File: config.mk
export PLATFORM = sky130hd
export DESIGN_NAME = cpu6502_core
export DESIGN_NICKNAME = d
export VERILOG_FILES = /design/src/rtl/cpu6502_pkg.sv /design/src/rtl/cpu6502_alu.sv /design/src/rtl/cpu6502_core.sv
export SDC_FILE = /design/constraint.sdc
export NUM_CORES = 1
export LEC_CHECK = 0
export CORE_ASPECT_RATIO = 0.9
export CORE_MARGIN = 1
export CORE_UTILIZATION = 35
export DETAILED_ROUTE_END_ITERATION = 10
export HOLD_SLACK_MARGIN = 0.1
export PLACE_DENSITY = 0.5
export SLEW_MARGIN = 20
export SYNTH_ARGS = -nofsm -noshare
export SYNTH_HDL_FRONTEND = slang
export SYNTH_HIERARCHICAL = 1
export SYNTH_SLANG_ARGS = --single-unit
File: constraint.sdc
create_clock -name clk -period 4.2 [get_ports clk]
set_input_delay 0.63 -clock clk [delete_from_list [all_inputs] [get_ports clk]]
set_output_delay 0.63 -clock clk [all_outputs]
set_load 0.005 [all_outputs]
File: src/rtl/cpu6502_pkg.sv
// Shared types and constants for the reduced 6502 core: FSM states, ALU ops,
// flag bit positions and the supported opcode set.
package cpu6502_pkg;

   typedef enum logic [2:0] {
      StRst0, StRst1, StFetch, StAdl, StAdh, StExec, StImpl
   } state_e;

   typedef enum logic [2:0] {
      AluPass, AluAdc, AluSbc, AluAnd, AluOra, AluEor, AluCmp, AluBit
   } alu_op_e;

   localparam int unsigned FlagC = 0;
   localparam int unsigned FlagZ = 1;
   localparam int unsigned FlagI = 2;
   localparam int unsigned FlagD = 3;
   localparam int unsigned FlagV = 6;
   localparam int unsigned FlagN = 7;

   localparam logic [7:0] PReset = 8'h34;

   localparam logic [7:0] OpLda = 8'hAD;
   localparam logic [7:0] OpLdx = 8'hAE;
   localparam logic [7:0] OpLdy = 8'hAC;
   localparam logic [7:0] OpSta = 8'h8D;
   localparam logic [7:0] OpStx = 8'h8E;
   localparam logic [7:0] OpSty = 8'h8C;
   localparam logic [7:0] OpAdc = 8'h6D;
   localparam logic [7:0] OpSbc = 8'hED;
   localparam logic [7:0] OpAnd = 8'h2D;
   localparam logic [7:0] OpOra = 8'h0D;
   localparam logic [7:0] OpEor = 8'h4D;
   localparam logic [7:0] OpCmp = 8'hCD;
   localparam logic [7:0] OpCpx = 8'hEC;
   localparam logic [7:0] OpCpy = 8'hCC;
   localparam logic [7:0] OpBit = 8'h2C;
   localparam logic [7:0] OpJmp = 8'h4C;
   localparam logic [7:0] OpClc = 8'h18;
   localparam logic [7:0] OpSec = 8'h38;
   localparam logic [7:0] OpCli = 8'h58;
   localparam logic [7:0] OpSei = 8'h78;
   localparam logic [7:0] OpClv = 8'hB8;
   localparam logic [7:0] OpCld = 8'hD8;
   localparam logic [7:0] OpSed = 8'hF8;

   // Opcodes carrying a two-byte absolute operand; everything else is a 2-cycle implied op.
   function automatic logic is_abs(input logic [7:0] op);
      case (op)
         OpLda, OpLdx, OpLdy, OpSta, OpStx, OpSty, OpAdc, OpSbc,
         OpAnd, OpOra, OpEor, OpCmp, OpCpx, OpCpy, OpBit, OpJmp: return 1'b1;
         default: return 1'b0;
      endcase
   endfunction

endpackage

File: src/rtl/cpu6502_alu.sv
// Combinational ALU: binary ADC/SBC, logic ops, compare and BIT, with N/V/Z/C outputs.
// AluPass forwards the memory operand so loads share the N/Z path.
module cpu6502_alu
   import cpu6502_pkg::*;
(
   input  logic [2:0] i_op,
   input  logic [7:0] i_r,
   input  logic [7:0] i_m,
   input  logic       i_c,
   output logic [7:0] o_res,
   output logic       o_n,
   output logic       o_v,
   output logic       o_z,
   output logic       o_c
);
   alu_op_e    w_op;
   logic [7:0] w_m_eff;
   logic [8:0] w_sum;
   logic       w_cin;

   assign w_op    = alu_op_e'(i_op);
   // SBC and CMP add the inverted operand; CMP always behaves as if carry were set.
   assign w_m_eff = (w_op == AluAdc) ? i_m : ~i_m;
   assign w_cin   = (w_op == AluCmp) ? 1'b1 : i_c;
   assign w_sum   = {1'b0, i_r} + {1'b0, w_m_eff} + {8'd0, w_cin};

   always_comb begin
      o_res = i_m;
      o_v   = 1'b0;
      o_c   = i_c;
      case (w_op)
         AluPass: o_res = i_m;
         AluAdc, AluSbc: begin
            o_res = w_sum[7:0];
            o_c   = w_sum[8];
            o_v   = (i_r[7] == w_m_eff[7]) && (w_sum[7] != i_r[7]);
         end
         AluAnd: o_res = i_r & i_m;
         AluOra: o_res = i_r | i_m;
         AluEor: o_res = i_r ^ i_m;
         AluCmp: begin
            o_res = w_sum[7:0];
            o_c   = w_sum[8];
         end
         AluBit: begin
            o_res = i_r & i_m;
            o_v   = i_m[6];
         end
         default: o_res = i_m;
      endcase
      o_n = (w_op == AluBit) ? i_m[7] : o_res[7];
      o_z = (o_res == 8'd0);
   end

endmodule

File: src/rtl/cpu6502_core.sv
// Reduced 6502 core: absolute loads/stores/ALU ops, JMP abs, flag ops and NOP.
// Bus outputs are registered; rd_data is sampled at the end of each cycle.
module cpu6502_core
   import cpu6502_pkg::*;
#(
   parameter logic [15:0] RESET_VECTOR_LO = 16'hFFFC
) (
   input  logic        clk,
   input  logic        resetn,
   input  logic [7:0]  rd_data,
   output logic [15:0] address,
   output logic [7:0]  wr_data,
   output logic        wr_enable
);
   state_e      r_state;
   logic [15:0] r_pc;
   logic [15:0] r_address;
   logic [7:0]  r_a, r_x, r_y;
   logic [7:0]  r_opcode, r_adl, r_wr_data;
   logic        r_wr_enable;
   logic [7:0]  P;

   alu_op_e     w_alu_op;
   logic [7:0]  w_alu_r, w_alu_res;
   logic        w_n, w_v, w_z, w_c;
   logic [15:0] w_pc_inc;

   assign w_pc_inc  = r_pc + 16'd1;
   assign address   = r_address;
   assign wr_data   = r_wr_data;
   assign wr_enable = r_wr_enable;

   always_comb begin
      w_alu_op = AluPass;
      w_alu_r  = r_a;
      case (r_opcode)
         OpAdc: w_alu_op = AluAdc;
         OpSbc: w_alu_op = AluSbc;
         OpAnd: w_alu_op = AluAnd;
         OpOra: w_alu_op = AluOra;
         OpEor: w_alu_op = AluEor;
         OpCmp: w_alu_op = AluCmp;
         OpCpx: begin w_alu_op = AluCmp; w_alu_r = r_x; end
         OpCpy: begin w_alu_op = AluCmp; w_alu_r = r_y; end
         OpBit: w_alu_op = AluBit;
         default: ;
      endcase
   end

   cpu6502_alu u_alu (
      .i_op (w_alu_op),
      .i_r  (w_alu_r),
      .i_m  (rd_data),
      .i_c  (P[FlagC]),
      .o_res(w_alu_res),
      .o_n  (w_n),
      .o_v  (w_v),
      .o_z  (w_z),
      .o_c  (w_c)
   );

   always_ff @(posedge clk or negedge resetn) begin
      if (!resetn) begin
         r_state     <= StRst0;
         r_address   <= RESET_VECTOR_LO;
         r_wr_data   <= 8'd0;
         r_wr_enable <= 1'b0;
         r_pc        <= 16'd0;
         r_a         <= 8'd0;
         r_x         <= 8'd0;
         r_y         <= 8'd0;
         r_opcode    <= 8'd0;
         r_adl       <= 8'd0;
         P           <= PReset;
      end else begin
         r_wr_enable <= 1'b0;
         case (r_state)
            StRst0: begin
               r_pc[7:0] <= rd_data;
               r_address <= RESET_VECTOR_LO + 16'd1;
               r_state   <= StRst1;
            end
            StRst1: begin
               r_pc      <= {rd_data, r_pc[7:0]};
               r_address <= {rd_data, r_pc[7:0]};
               r_state   <= StFetch;
            end
            StFetch: begin
               r_opcode  <= rd_data;
               r_pc      <= w_pc_inc;
               r_address <= w_pc_inc;
               r_state   <= is_abs(rd_data) ? StAdl : StImpl;
            end
            StAdl: begin
               r_adl     <= rd_data;
               r_pc      <= w_pc_inc;
               r_address <= w_pc_inc;
               r_state   <= StAdh;
            end
            StAdh: begin
               r_address <= {rd_data, r_adl};
               if (r_opcode == OpJmp) begin
                  r_pc    <= {rd_data, r_adl};
                  r_state <= StFetch;
               end else begin
                  r_pc    <= w_pc_inc;
                  r_state <= StExec;
                  // Stores raise wr_enable for the EXEC cycle only.
                  case (r_opcode)
                     OpSta: begin r_wr_enable <= 1'b1; r_wr_data <= r_a; end
                     OpStx: begin r_wr_enable <= 1'b1; r_wr_data <= r_x; end
                     OpSty: begin r_wr_enable <= 1'b1; r_wr_data <= r_y; end
                     default: ;
                  endcase
               end
            end
            StExec: begin
               r_address <= r_pc;
               r_state   <= StFetch;
               case (r_opcode)
                  OpLda: begin r_a <= w_alu_res; P[FlagN] <= w_n; P[FlagZ] <= w_z; end
                  OpLdx: begin r_x <= w_alu_res; P[FlagN] <= w_n; P[FlagZ] <= w_z; end
                  OpLdy: begin r_y <= w_alu_res; P[FlagN] <= w_n; P[FlagZ] <= w_z; end
                  OpAdc, OpSbc: begin
                     r_a     <= w_alu_res;
                     P[FlagN] <= w_n;
                     P[FlagV] <= w_v;
                     P[FlagZ] <= w_z;
                     P[FlagC] <= w_c;
                  end
                  OpAnd, OpOra, OpEor: begin
                     r_a     <= w_alu_res;
                     P[FlagN] <= w_n;
                     P[FlagZ] <= w_z;
                  end
                  OpCmp, OpCpx, OpCpy: begin
                     P[FlagN] <= w_n;
                     P[FlagZ] <= w_z;
                     P[FlagC] <= w_c;
                  end
                  OpBit: begin
                     P[FlagN] <= w_n;
                     P[FlagV] <= w_v;
                     P[FlagZ] <= w_z;
                  end
                  default: ;
               endcase
            end
            StImpl: begin
               r_address <= r_pc;
               r_state   <= StFetch;
               case (r_opcode)
                  OpClc: P[FlagC] <= 1'b0;
                  OpSec: P[FlagC] <= 1'b1;
                  OpCli: P[FlagI] <= 1'b0;
                  OpSei: P[FlagI] <= 1'b1;
                  OpClv: P[FlagV] <= 1'b0;
                  OpCld: P[FlagD] <= 1'b0;
                  OpSed: P[FlagD] <= 1'b1;
                  default: ;
               endcase
            end
            default: begin
               r_address <= RESET_VECTOR_LO;
               r_state   <= StRst0;
            end
         endcase
      end
   end

endmodule

==> insert_results.sql, run 1 <==
INSERT INTO impl_metrics (metric_group, metric, value, unit) VALUES
('timing', 'timing.fmax', '255', 'MHz'),
('power_and_ir_drop', 'vdd_drop_max', '0.204', 'mV'),
('die', 'die_x', '141', 'um'),
('clock_network', 'post_cts_buffers', '0', ''),
('layout', 'layout_commonest_cell', 'sky130_fd_sc_hd__dfrtp_1', ''),
('worst_hold_path', 'hold_path.class', 'primary input to asynchronous set/reset pin', ''),
('die', 'rows', '45', ''),
('timing', 'fin_max_slew_vios', '0', ''),
('drt', 'ant_nets', '0', ''),
('global_routing', 'grt_use_total', '20.4', '%'),
('timing', 'finalCriticalPeriod', '3.93', 'ns'),
('clock_network', 'tritoncts', 'built', ''),
('global_routing', 'grt.overflow.total', '0', ''),
('timing', 'final.setup.tns', '0', 'ns'),
('power_and_ir_drop', 'power.static_leakage', '2.88', 'nW'),
('placed_design', 'place.port_buffers', '34', ''),
('clock_network', 'clkSinkCount', '85', ''),
('status', 'outcome', 'finished, final reports clean', ''),
('setup_path', 'critical_path_class', 'flop to flop', ''),
('clock_network', 'ctsHtreeMaxLevel', '3', ''),
('power_and_ir_drop', 'power_density', '715', 'nW/um^2'),
('timing', 'skew', '0.00756', 'ns'),
('clock_network', 'cts.clk_slew.worst_paths', '0.06', 'ns'),
('run', 'cap_violations', '0', ''),
('die', 'die_h', '127', 'um'),
('setup_path', 'worstPathMaxFanout', '13', ''),
('clock_network', 'clk_path_buf_depth', '2', ''),
('die', 'fp.coreArea', '16900', 'um^2'),
('layout', 'syn_to_final_growth', '14.4', '%'),
('yosys', 'synth.cell_area', '6080', 'um^2'),
('timing', 'setup_viol', '0', ''),
('yosys', 'syn_inst', '677', ''),
('drt', 'post-route-drc-count', '0', ''),
('setup_path', 'timing.critical_path.to_type', 'flop', ''),
('timing', 'final.period_utilization', '93.5', '%'),
('clock_network', 'cts_resized', '0', ''),
('clock_network', 'clock_insertion_delay_worst_skew', '0.35', 'ns'),
('placed_design', 'dpl.hpwl', '12300', 'um'),
('global_routing', 'vias_in_the_first_global_route', '5064', ''),
('yosys', 'syn-mean-instance-area', '8.98', 'um^2'),
('layout', 'post_route_cells_drive_above_1_share', '17.1', '%'),
('clock_network', 'tritoncts.num_buffers', '9', ''),
('clock_network', 'cts-root-buf', 'sky130_fd_sc_hd__clkbuf_16', ''),
('die', 'fp.dieArea', '17900', 'um^2'),
('drt', 'post_drt_wl_per_cell', '19.1', 'um'),
('setup_path', 'worstPathRequired', '4.43', 'ns'),
('layout', 'nFillCells', '1659', ''),
('timing', 'timing.max_slew.rel_slack', '34.7', '%'),
('drt', 'routed_wl', '17800', 'um'),
('drt', 'detailedRoute.firstPassIterationCount', '7', ''),
('drt', 'viasPerCell', '5.71', ''),
('global_routing', 'initial_antenna_violation_count', '0', ''),
('timing', 'grt_setup_unrepaired', 'false', ''),
('timing', 'final_hold_viol_count', '0', ''),
('die', 'ioPinCount', '35', ''),
('power_and_ir_drop', 'total_power', '0.00497', 'W'),
('clock_network', 'ctsHoldBuffers', '0', ''),
('global_routing', 'global_route_wire_length_before_repair', '28100', 'um'),
('layout', 'final_nets', '727', ''),
('drt', 'vias', '5318', ''),
('layout', 'total_inserted_antenna_cells', '0', ''),
('drt', 'first_iter_violations', '489', ''),
('global_routing', 'pin_count_of_the_biggest_net_entering_global_routing', '60', ''),
('layout', 'final_cell_mix', 'sky130_fd_sc_hd__dfrtp_1 (71), sky130_fd_sc_hd__nand2_1 (65), sky130_fd_sc_hd__nor2_1 (50)', ''),
('setup_path', 'critical_path_arrival', '4.16', 'ns'),
('yosys', 'syn-num-nets', '713', ''),
('yosys', 'synthesis.yosys.warnings', '6', ''),
('timing', 'max_slew.worst_pin.slew', '0.980', 'ns'),
('setup_path', 'critical_path.startpoint_type', 'flop', ''),
('die', 'floorplan.initialDensity', '35.9', '%'),
('placed_design', 'placer_congestion', '0.929', '');
-- layout make-up --
type / instances / area, um^2 / share of cell area [%]
multi-input cells: 509 / 3580 / 51.5
flip-flops and latches: 85 / 2140 / 30.8
repair buffers: 54 / 488 / 7.02
well taps: 235 / 294 / 4.23
clock buffers: 11 / 243 / 3.49
inverters: 32 / 120 / 1.73
clock inverters: 5 / 83.8 / 1.21
-- worst max-delay path, stage by stage, from the launching register on --
cell,delay [ns]
sky130_fd_sc_hd__dfrtp_1,0.61
sky130_fd_sc_hd__or3b_1,0.53
sky130_fd_sc_hd__nor3_2,0.27
sky130_fd_sc_hd__nor2_1,0.17
sky130_fd_sc_hd__nand2_1,0.10
sky130_fd_sc_hd__nand2_1,0.10
sky130_fd_sc_hd__fa_1,0.42
sky130_fd_sc_hd__inv_1,0.10
sky130_fd_sc_hd__fa_1,0.21
sky130_fd_sc_hd__nor2b_1,0.07
sky130_fd_sc_hd__o2111ai_1,0.18
sky130_fd_sc_hd__o21ai_0,0.19
sky130_fd_sc_hd__o21a_1,0.21
sky130_fd_sc_hd__o21ai_0,0.15
sky130_fd_sc_hd__a21oi_1,0.09
sky130_fd_sc_hd__nand2_1,0.07
sky130_fd_sc_hd__o31ai_1,0.06
sky130_fd_sc_hd__mux2_1,0.28
-- routing by layer --
layer  wire length, um  up-vias  GRT usage (%)
met4               259        0           6.65
li1                  -     2484              -
met3               760       18           3.15
met1              8910     2664           29.7
met2              7880      152           30.9
met5                 0        -              0
-- worst paths after layout --
check                            start          to  slack [ns]  cells after the start
max                        r_opcode[6]        P[0]        0.27                     17
min                             resetn  wr_data[0]        0.40                      1
max reg2reg                r_opcode[6]        P[0]        0.27                     17
min reg2reg                 wr_data[7]  wr_data[7]        0.48                      2
max in group asynchronous       resetn      r_x[1]        2.94                      2
min in group clk            wr_data[7]  wr_data[7]        0.48                      2
-- metrics by stage --
| step | hold slack, ns | utilization (%) | setup WS (ns) | instances | cell area, um^2 |
|---|---|---|---|---|---|
| 6_report | 0.399 | 41.0 | 0.272 | 931 | 6950 |
| 5_1_grt | 0.457 | 41.0 | 0.0146 | 931 | 6950 |
| 4_1_cts | 0.423 | 41.0 | 0.326 | 931 | 6950 |
| 3_3_place_gp | 0.461 | 39.1 | 0.438 | 915 | 6620 |
| 3_5_place_dp | 0.470 | 39.1 | 0.356 | 915 | 6620 |
| 2_1_floorplan | 0.334 | - | 0.458 | 677 | 6080 |
-- sequential cells by signal, summed over array words and instances (netlist names) --
name and count:
wr_enable 1, r_opcode 8, address 16, r_pc 16, r_a 8, r_x 8, r_y 8, P 1
r_state 3, r_adl 8, wr_data 8
-- where the power goes --
group / total (W) / internal, W / switching, W
registers: 0.00152 / 0.00118 / 0.000340
clock network: 0.000886 / 0.000539 / 0.000347
logic: 0.00256 / 0.00111 / 0.00146
No activity file was read; power rests on OpenSTA's default activity.
==> run 2: changes to the inputs <==
--- a/config.mk
+++ b/config.mk
@@ -5,8 +5,9 @@
 export SDC_FILE = /design/constraint.sdc
 export NUM_CORES = 1
 export LEC_CHECK = 0
+export ABC_AREA = 1
+export CAP_MARGIN = 20
 export CORE_ASPECT_RATIO = 0.9
-export CORE_MARGIN = 1
 export CORE_UTILIZATION = 35
 export DETAILED_ROUTE_END_ITERATION = 10
 export HOLD_SLACK_MARGIN = 0.1
==> run 2 against run 1 <==
Effect of this change: the flow now finishes with violations (DRC); area after synthesis is 3.0% lower; synthesized cell count is 22% higher; non-clock buffer count is 8 lower; power is 1.6% lower; sequential share of layout area is 0.73 points higher; critical path depth is 9 higher; setup slack better by 0.13 ns; utilization is 0.66 points higher; maximum frequency is 3.4% higher; die area is 3.0% lower; clock skew is 0.0048 ns higher; via count is 4.7% higher; largest cell class unchanged.
==> insert_results.sql, run 2 <==
INSERT INTO impl_metrics (metric_group, metric, value, unit) VALUES
('drt', 'viasPerCell', '5.13', ''),
('timing', 'max_slew.worst_pin.slew', '0.815', 'ns'),
('die', 'die_h', '125', 'um'),
('layout', 'multi_input_comb_area', '3220', 'um^2'),
('layout', 'layout_commonest_cell', 'sky130_fd_sc_hd__nand2_1', ''),
('power_and_ir_drop', 'power_density', '720', 'nW/um^2'),
('yosys', 'syn-num-nets', '865', ''),
('drt', 'vias', '5567', ''),
('timing', 'timing.max_slew.rel_slack', '45.7', '%'),
('die', 'fp.coreArea', '16300', 'um^2'),
('run', 'cap_violations', '0', ''),
('drt', 'detailedRoute.firstPassIterationCount', '10', ''),
('clock_network', 'clkSinkCount', '85', ''),
('clock_network', 'cts.clk_slew.worst_paths', '0.07', 'ns'),
('setup_path', 'worstPathMaxFanout', '8', ''),
('setup_path', 'reg2reg_setup_slack', '0.40', 'ns'),
('timing', 'finalCriticalPeriod', '3.80', 'ns'),
('setup_path', 'worstPathRequired', '4.50', 'ns'),
('global_routing', 'vias_in_the_first_global_route', '5065', ''),
('status', 'violations_in_the_final_reports', 'DRC', ''),
('global_routing', 'global_route_wire_length_before_repair', '27800', 'um'),
('status', 'outcome', 'finished with violations', ''),
('clock_network', 'tritoncts.num_buffers', '9', ''),
('layout', 'final_nets', '909', ''),
('placed_design', 'dpl_worst_slack', '0.349', 'ns'),
('die', 'ioPinCount', '35', ''),
('die', 'rows', '44', ''),
('worst_hold_path', 'hold_path.class', 'primary input to asynchronous set/reset pin', ''),
('timing', 'timing.fmax', '263', 'MHz'),
('placed_design', 'place.port_buffers', '34', ''),
('drt', 'ant_nets', '0', ''),
('drt', 'post_drt_wl_per_cell', '16.1', 'um'),
('global_routing', 'grt.overflow.total', '0', ''),
('clock_network', 'clock_insertion_delay_worst_skew', '0.36', 'ns'),
('global_routing', 'pin_count_of_the_biggest_net_entering_global_routing', '61', ''),
('timing', 'setup_viol', '0', ''),
('timing', 'skew', '0.0123', 'ns'),
('power_and_ir_drop', 'power.static_leakage', '3.43', 'nW'),
('setup_path', 'critical_path_class', 'flop to flop', ''),
('drt', 'routed_wl', '17400', 'um'),
('placed_design', 'dp_cells', '1067', ''),
('clock_network', 'cts-root-buf', 'sky130_fd_sc_hd__clkbuf_16', ''),
('setup_path', 'timing.critical_path.to_type', 'flop', ''),
('yosys', 'syn-mean-instance-area', '7.11', 'um^2'),
('layout', 'final_cell_area', '6790', 'um^2'),
('placed_design', 'detailed_place.area', '6480', 'um^2'),
('layout', 'total_inserted_antenna_cells', '0', ''),
('die', 'fp.dieArea', '17400', 'um^2'),
('timing', 'fin_max_slew_vios', '0', ''),
('global_routing', 'initial_antenna_violation_count', '0', ''),
('placed_design', 'dpl.hpwl', '12900', 'um'),
('timing', 'postLayoutSetupSlackWorst', '0.402', 'ns'),
('yosys', 'synth.cell_area', '5890', 'um^2'),
('setup_path', 'critical_path_arrival', '4.10', 'ns'),
('layout', 'final-instance-count-excl-fill', '1085', ''),
('timing', 'final_hold_viol_count', '0', ''),
('power_and_ir_drop', 'total_power', '0.00489', 'W'),
('die', 'die_x', '139', 'um'),
('yosys', 'syn_inst', '829', ''),
('global_routing', 'grt_use_total', '20.7', '%'),
('layout', 'seqCellArea', '2140', 'um^2'),
('layout', 'nFillCells', '1720', ''),
('drt', 'post-route-drc-count', '5', ''),
('yosys', 'synthesis.yosys.warnings', '6', ''),
('clock_network', 'ctsHtreeMaxLevel', '3', ''),
('layout', 'post_route_cells_drive_above_1_share', '12.2', '%'),
('timing', 'final.setup.tns', '0', 'ns'),
('setup_path', 'critical_path.startpoint_type', 'flop', ''),
('clock_network', 'clk_path_buf_depth', '2', ''),
('layout', 'syn_to_final_growth', '15.2', '%'),
('timing', 'final.period_utilization', '90.4', '%'),
('die', 'floorplan.initialDensity', '36.2', '%'),
('layout', 'final_cell_mix', 'sky130_fd_sc_hd__nand2_1 (280), sky130_fd_sc_hd__inv_1 (104), sky130_fd_sc_hd__nand3_1 (94)', ''),
('placed_design', 'placer_congestion', '0.875', ''),
('power_and_ir_drop', 'vdd_drop_max', '0.282', 'mV'),
('timing', 'grt_setup_unrepaired', 'false', ''),
('drt', 'first_iter_violations', '584', ''),
('clock_network', 'tritoncts', 'built', '');
[run 2: what timing repair did]
action,CTS,global route
endpoints found under the setup margin,0,1
gates resized for setup,0,2
buffers inserted,0,2
endpoints found under the hold margin,0,0
hold buffers,0,0
[run 2: report_power, final]
group          leakage [nW]  switching, W  internal [W]
Sequential            0.944      0.000293       0.00120
Clock                 0.142      0.000372      0.000428
Combinational          2.34       0.00166      0.000930
Total                  3.43       0.00233       0.00256
[run 2: routing by layer]
layer | track usage (%) | vias to the layer above | part of all wire, %
li1 | - | 2731 | -
met1 | 31.4 | 2621 | 49
met2 | 29.9 | 193 | 43
met3 | 4.25 | 22 | 6.7
met4 | 4.77 | 0 | 1.3
met5 | 0 | - | 0
[run 2: path summary, 6_finish.rpt]
kind                             startpoint    endpoint  depth (start not counted)
worst max-delay path            r_opcode[4]        P[0]                         26
worst min-delay path                 resetn      r_y[2]                          1
worst max register to register  r_opcode[4]        P[0]                         26
worst min register to register   wr_data[0]  wr_data[0]                          2
max in group asynchronous            resetn  address[9]                          2
min in group clk                 wr_data[0]  wr_data[0]                          2
[run 2: cell type report]
class	instances	area share [%]
Clock buffer	10	3.52
Clock inverter	6	0.792
Inverter	118	6.63
Multi-Input combinational cell	613	47.4
Sequential cell	85	31.6
Tap cell	207	3.81
Timing Repair Buffer	46	6.30
[run 2: critical path: stages (launching register included)]
cell                       delay, ns
sky130_fd_sc_hd__dfrtp_1        0.38
sky130_fd_sc_hd__inv_1          0.12
sky130_fd_sc_hd__nand2_1        0.17
sky130_fd_sc_hd__nor2_1         0.19
sky130_fd_sc_hd__nand2_1        0.10
sky130_fd_sc_hd__o211ai_1       0.23
sky130_fd_sc_hd__inv_1          0.15
sky130_fd_sc_hd__nor2_2         0.18
sky130_fd_sc_hd__nand2_4        0.13
sky130_fd_sc_hd__xor2_1         0.16
sky130_fd_sc_hd__inv_1          0.08
sky130_fd_sc_hd__fa_1           0.24
sky130_fd_sc_hd__inv_1          0.08
sky130_fd_sc_hd__fa_1           0.45
sky130_fd_sc_hd__inv_1          0.07
sky130_fd_sc_hd__nand2_1        0.05
sky130_fd_sc_hd__nand2_1        0.09
sky130_fd_sc_hd__nand3b_1       0.10
sky130_fd_sc_hd__nand2_1        0.07
sky130_fd_sc_hd__nand2_1        0.07
sky130_fd_sc_hd__nand2_1        0.07
sky130_fd_sc_hd__nand2_1        0.06
sky130_fd_sc_hd__a31oi_1        0.19
sky130_fd_sc_hd__nand2_1        0.07
sky130_fd_sc_hd__o21ai_0        0.07
sky130_fd_sc_hd__nand3_1        0.09
sky130_fd_sc_hd__nand2_1        0.07
[run 2: per-stage QoR]
stage          hold WS (ns)  utilization, %
3_3_place_gp          0.454            39.7
5_1_grt               0.432            41.7
2_1_floorplan         0.334               -
4_1_cts               0.395            41.5
6_report              0.351            41.7
3_5_place_dp          0.462            39.7
==> run 3: changes to the inputs <==
--- a/config.mk
+++ b/config.mk
@@ -10,8 +10,9 @@
 export CORE_ASPECT_RATIO = 0.9
 export CORE_UTILIZATION = 35
 export DETAILED_ROUTE_END_ITERATION = 10
-export HOLD_SLACK_MARGIN = 0.1
+export HOLD_SLACK_MARGIN = 0.08
 export PLACE_DENSITY = 0.5
+export SKIP_LAST_GASP = 1
 export SLEW_MARGIN = 20
 export SYNTH_ARGS = -nofsm -noshare
 export SYNTH_HDL_FRONTEND = slang
==> results of run 3 <==
Final layout, timing and power as in run 2 (identical DEF).
